[src/rtl/midi_note_gate.sv]
// midi_note_gate: monophonic MIDI note parser producing envelope trigger/dehold strobes.
// Define MIDI_NOTE_GATE_LEGATO_EN to suppress retrigger while a note is already held.
module midi_note_gate #(
    parameter logic [3:0] CHANNEL = 4'd0
) (
    input  logic       clk48m,
    input  logic       rst,
    input  logic [7:0] rx_data,
    input  logic       rx_valid,
    output logic       trigger,
    output logic       dehold,
    output logic       gate,
    output logic [6:0] note,
    output logic [6:0] velocity
);

    typedef enum logic [1:0] {IDLE, WAIT_D1, WAIT_D2} state_t;
    typedef enum logic [1:0] {K_OTHER, K_OFF, K_ON} kind_t;

    state_t     state_q;
    kind_t      kind_q;
    logic       len2_q;
    logic       match_q;
    logic [6:0] d1_q;
    logic       trig_q;
    logic       deh_q;
    logic       gate_q;
    logic [6:0] note_q;
    logic [6:0] vel_q;

    logic is_sys;
    logic is_stat;
    logic is_data;
    logic note_msg;
    logic on_evt;
    logic trig_d;
    logic deh_d;

    always_comb begin
        is_sys   = rx_valid && (rx_data[7:3] == 5'b11110);
        is_stat  = rx_valid && rx_data[7] && (rx_data[7:4] != 4'hF);
        is_data  = rx_valid && !rx_data[7];
        note_msg = is_data && (state_q == WAIT_D2)
                   && match_q && (kind_q != K_OTHER);
        on_evt   = note_msg && (kind_q == K_ON) && (rx_data[6:0] != 7'd0);
        deh_d    = note_msg && !on_evt && gate_q && (d1_q == note_q);
    end

`ifdef MIDI_NOTE_GATE_LEGATO_EN
    assign trig_d = on_evt && !gate_q;
`else
    assign trig_d = on_evt;
`endif

    // Real-time bytes (F8..FF) fall through every branch and leave state untouched.
    always_ff @(posedge clk48m or posedge rst) begin
        if (rst) begin
            state_q <= IDLE;
            kind_q  <= K_OTHER;
            len2_q  <= 1'b0;
            match_q <= 1'b0;
            d1_q    <= 7'd0;
            trig_q  <= 1'b0;
            deh_q   <= 1'b0;
            gate_q  <= 1'b0;
            note_q  <= 7'd0;
            vel_q   <= 7'd0;
        end else begin
            trig_q <= trig_d;
            deh_q  <= deh_d;
            if (is_sys) begin
                state_q <= IDLE;
            end else if (is_stat) begin
                unique case (rx_data[7:4])
                    4'h8:    kind_q <= K_OFF;
                    4'h9:    kind_q <= K_ON;
                    default: kind_q <= K_OTHER;
                endcase
                len2_q  <= (rx_data[7:4] != 4'hC) && (rx_data[7:4] != 4'hD);
                match_q <= (rx_data[3:0] == CHANNEL);
                state_q <= WAIT_D1;
            end else if (is_data) begin
                unique case (state_q)
                    WAIT_D1: begin
                        d1_q    <= rx_data[6:0];
                        state_q <= len2_q ? WAIT_D2 : WAIT_D1;
                    end
                    WAIT_D2: state_q <= WAIT_D1;
                    default: state_q <= IDLE;
                endcase
            end
            if (on_evt) begin
                note_q <= d1_q;
                vel_q  <= rx_data[6:0];
                gate_q <= 1'b1;
            end else if (deh_d) begin
                gate_q <= 1'b0;
            end
        end
    end

    assign trigger  = trig_q;
    assign dehold   = deh_q;
    assign gate     = gate_q;
    assign note     = note_q;
    assign velocity = vel_q;

endmodule

[config.mk]
export PLATFORM = sky130hd
export DESIGN_NAME = midi_note_gate
export DESIGN_NICKNAME = d
export VERILOG_FILES = /design/src/rtl/midi_note_gate.sv
export SDC_FILE = /design/constraint.sdc
export NUM_CORES = 1
export LEC_CHECK = 0
export CAP_MARGIN = 10
export CORE_MARGIN = 3
export CORE_UTILIZATION = 45
export DETAILED_ROUTE_END_ITERATION = 10
export GPL_TIMING_DRIVEN = 0
export PLACE_DENSITY_LB_ADDON = 0.25
export REMOVE_ABC_BUFFERS = 1
export SLEW_MARGIN = 10
export SYNTH_ARGS = -nofsm -noshare
export SYNTH_HDL_FRONTEND = slang
export SYNTH_SLANG_ARGS = --single-unit
[constraint.sdc]
create_clock -name clk48m -period 4 [get_ports clk48m]
set_input_delay 1.2 -clock clk48m [delete_from_list [all_inputs] [get_ports clk48m]]
set_output_delay 1.2 -clock clk48m [all_outputs]
set_load 0.02 [all_outputs]
==> metrics.md, run 1 <==
| Metric | Value |
|---|---|
| Net switching power | `between 0.15 and 0.2 mW` |
| Sequential-to-total area share from yosys stat | `0.5545` |
| Sink Count | `30` |
| Yosys reg bits | `30` |
| Area contributors post-synth | `dfrtp_1 (55%), mux2_2 (10%), mux2_4 (4.4%), xor2_1 (3.2%), inv_1 (2.2%)` |
| Die footprint | `between 3000 and 4000 µm²` |
| Final Skew | `about 0.015 ns` |
| Filler cell count | `around 240` |
| FMAX | `~330 MHz` |
| Post-DP HPWL | `between 1.5 and 2 mm` |
| # IOs | `28` |
| Sw frac | `0.2656` |
| GR Util met2 | `0.2641` |
| Starting Density | `0.4826` |
| Placer Congestion | `between 0.7 and 0.8` |
| Worst-path cell chain | `clkdlybuf4s50_1 -> nand4b_4 -> nor3b_4 -> a21boi_4 -> mux2_2` |
| Slew @ Worst Pin | `0.6927 ns` |
| Post-synth ARST share | `1.000` |
| Pwr Total | `~0.64 mW` |
| Synth area leader | `dfrtp_1` |
| Fraction of layout cells with a size suffix above 1 | `0.1971` |
| Clk pwr share | `0.292` |
| Met1 Use GR | `0.2059` |
| Cell Area, Synth | `~1400 µm²` |
| Deepest clock path buffer count | `2` |
| Rel. slew slack | `0.5339` |
| H-tree levels | `2` |
| Post-CTS resize count | `0` |
| Clk slew on worst S/H paths | `approximately 0.08 ns` |
| DR iter-0 viols | `36` |
| Post-cts hold buffer count | `0` |
| Area grow syn2layout | `27.91%` |
| First-pass GRT wire length | `~4.4 mm` |
| Max stage delay cell, worst path | `clkdlybuf4s50_1` |
| Leak Pwr | `0.8298 nW` |
| EDFF count, synth | `0` |
| Yosys cell types | `30` |
| Type of the worst min-delay path | `flop to flop` |
| Largest net degree at the start of global routing | `31` |
| Nets@finish | `about 150` |
| ANT cells | `0` |
| Die Wd | `between 60 and 70 µm` |
| Kind of critical path | `primary input to flop` |
| Crit path max fanout | `17` |
| P_int | `approximately 0.47 mW` |
| Number of remaining DRC errors | `0` |
| Mapped Avg Cell Area | `13.14 µm²` |
| Num rows | `19` |
| CTS Root Cell | `clkbuf_4` |
| Tmin final | `3.038 ns` |
| Drt via density | `around 5.4` |
| Top cell type's share of synthesized area | `0.5545` |
| Initial antenna violation count | `0` |
| Cell family with most CP delay | `buffers and inverters` |
| Total grt overflow | `0` |
| Crit path launch type | `primary input` |
| Clk Latency, worst-skew pair | `0.33 ns` |
| Cts bufs inserted | `5` |
| Pwr Density | `between 300 and 400 nW/µm²` |
| CP bufs+invs | `1` |
| Cell count after synthesis | `a little over 100` |
| Slowest stage delay, CP | `0.63 ns` |
| Via count | `approximately 910` |
| Final Max Slew Viols | `0` |
| Status | `finished clean` |
| Final setup vio count | `0` |
| Routing usage on met3 | `0.05957` |
| Fin. Hold Viols | `0` |
| Max-Cap Viols | `0` |
| Total Routed Length | `around 2.6 mm` |
| Critical Path AT | `about 3.2 ns` |
| CP required | `~4.2 ns` |
| Gr usage total | `0.1663` |
| Gate power share | `0.150` |
| Seq pwr share | `0.558` |
| CTS tree | `yes` |
| Most Crowded Layer GR | `met2` |
| Core ar. | `between 2000 and 3000 µm²` |
| Top FF cell, synth | `dfrtp_1` |
| Final Core Density | `0.6173` |
| Hold slack final | `0.4974 ns` |
| RSZ-0062 raised after global routing | `false` |
| Final cell count without fillers | `between 150 and 200` |
| Die span in y | `roughly 61 µm` |
| # port buffers | `27` |
| Post-CTS Setup Inserts | `0` |
| Worst ir drop on vdd | `roughly 0.21 mV` |
| Synth warnings | `0` |
| Routed len/inst | `roughly 15 µm` |
| Total placed cells including tap cells | `159` |
| Period utilization | `0.7596` |
| First drt pass iteration count | `4` |
| Setup TNS | `0 ns` |
| Routed Antenna Nets | `0` |
| Critical path capture point type | `flop` |
| Vias in the first global route | `962` |
-- metrics by stage --
stage	area [µm²]	worst slack, ns
2_1_floorplan	1335	1.475
6_report	1732	0.9616
4_1_cts	1704	0.9554
3_5_place_dp	1644	0.6009
5_1_grt	1732	0.8764
3_3_place_gp	1644	0.6556
-- metal layers --
metal | vias up | part of all wire
met5 | - | 0
met4 | 0 | 0.017
met3 | 7 | 0.046
met2 | 24 | 0.49
met1 | 453 | 0.45
li1 | 428 | -
-- path summary, 6_finish.rpt --
kind | from | to | slack (ns) | cells past startpoint
worst min register to register | velocity[3] | velocity[3] | 0.50 | 1
worst max register to register | state_q[0] | note[3] | 1.81 | 6
min in group asynchronous | rst | trigger | 1.08 | 2
worst max-delay path | rx_valid | note[3] | 0.96 | 5
worst min-delay path | velocity[3] | velocity[3] | 0.50 | 1
max in group asynchronous | rst | match_q | 2.52 | 3
-- cell usage after synthesis, types with 2 or more instances --
master,instances
dfrtp_1,30
mux2_2,12
inv_1,8
nand2_1,8
xor2_1,5
mux2_4,4
o21ai_0,4
a22o_1,3
nor3_1,3
ha_1,2
mux2_1,2
nand3_1,2
nor4_1,2
xnor2_1,2
-- cells by family after synthesis --
group | after synthesis | synth area share
DFF | 30 | 0.5545
and+or+nand+nor | 21 | 0.09982
adders and majority gates | 2 | 0.01848
AOI/OAI and AO/OA | 15 | 0.08504
muxes | 18 | 0.1608
buffers and inverters | 10 | 0.03605
xor gates and xnor gates | 7 | 0.04529
-- placed cells by master (no fill, tap or decap), types with 3 or more instances in the layout --
cell,instances
a22o_1,3
clkbuf_4,5
clkdlybuf4s50_1,27
dfrtp_1,30
inv_1,7
mux2_2,12
mux2_4,4
nand2_1,8
nor3_1,3
o21ai_0,4
xor2_1,5
-- sequential cells by signal (all words and copies together) (netlist names) --
| signal | cells |
|---|---|
| d1_q | 7 |
| note | 7 |
| velocity | 7 |
| kind_q | 2 |
| state_q | 2 |
| dehold | 1 |
| gate | 1 |
| len2_q | 1 |
| match_q | 1 |
| trigger | 1 |
-- cell type report --
| class | instances | area [µm²] | area share |
|---|---|---|---|
| Sequential cell | 30 | 750.7 | 0.4335 |
| Timing Repair Buffer | 28 | 297.8 | 0.1720 |
| Inverter | 8 | 30.03 | 0.01734 |
| Clock buffer | 7 | 55.05 | 0.03179 |
| Clock inverter | 1 | 5.005 | 0.002890 |
| Tap cell | 31 | 38.79 | 0.02240 |
| Multi-Input combinational cell | 63 | 554.3 | 0.3201 |
-- power by group through the flow --
stage               Sequential, mW  Clock [mW]  Combinational, mW
CTS                          0.358       0.192             0.0944
floorplan                    0.360           0             0.0639
finish                       0.359       0.187             0.0963
detailed placement           0.364           0             0.0940
global placement             0.361           0             0.0896
global route                 0.363       0.209              0.107
Power figures use the tool's default switching activity.
==> run 2: changes to the inputs <==
clock period = 2.8 ns   (was 4 ns; I/O delays follow)
==> results of run 2 <==
Same layout as run 1 (identical final DEF). Status: finished clean.
Main changes from that run: setup slack after placement 0.6009 ns -> -0.2391 ns; setup slack after layout 0.9616 ns -> 0.1216 ns; register-to-register setup slack 1.81 ns -> 0.61 ns; total power 0.6422 mW -> 0.9175 mW; worst IR drop on VDD 0.2139 mV -> 0.3056 mV
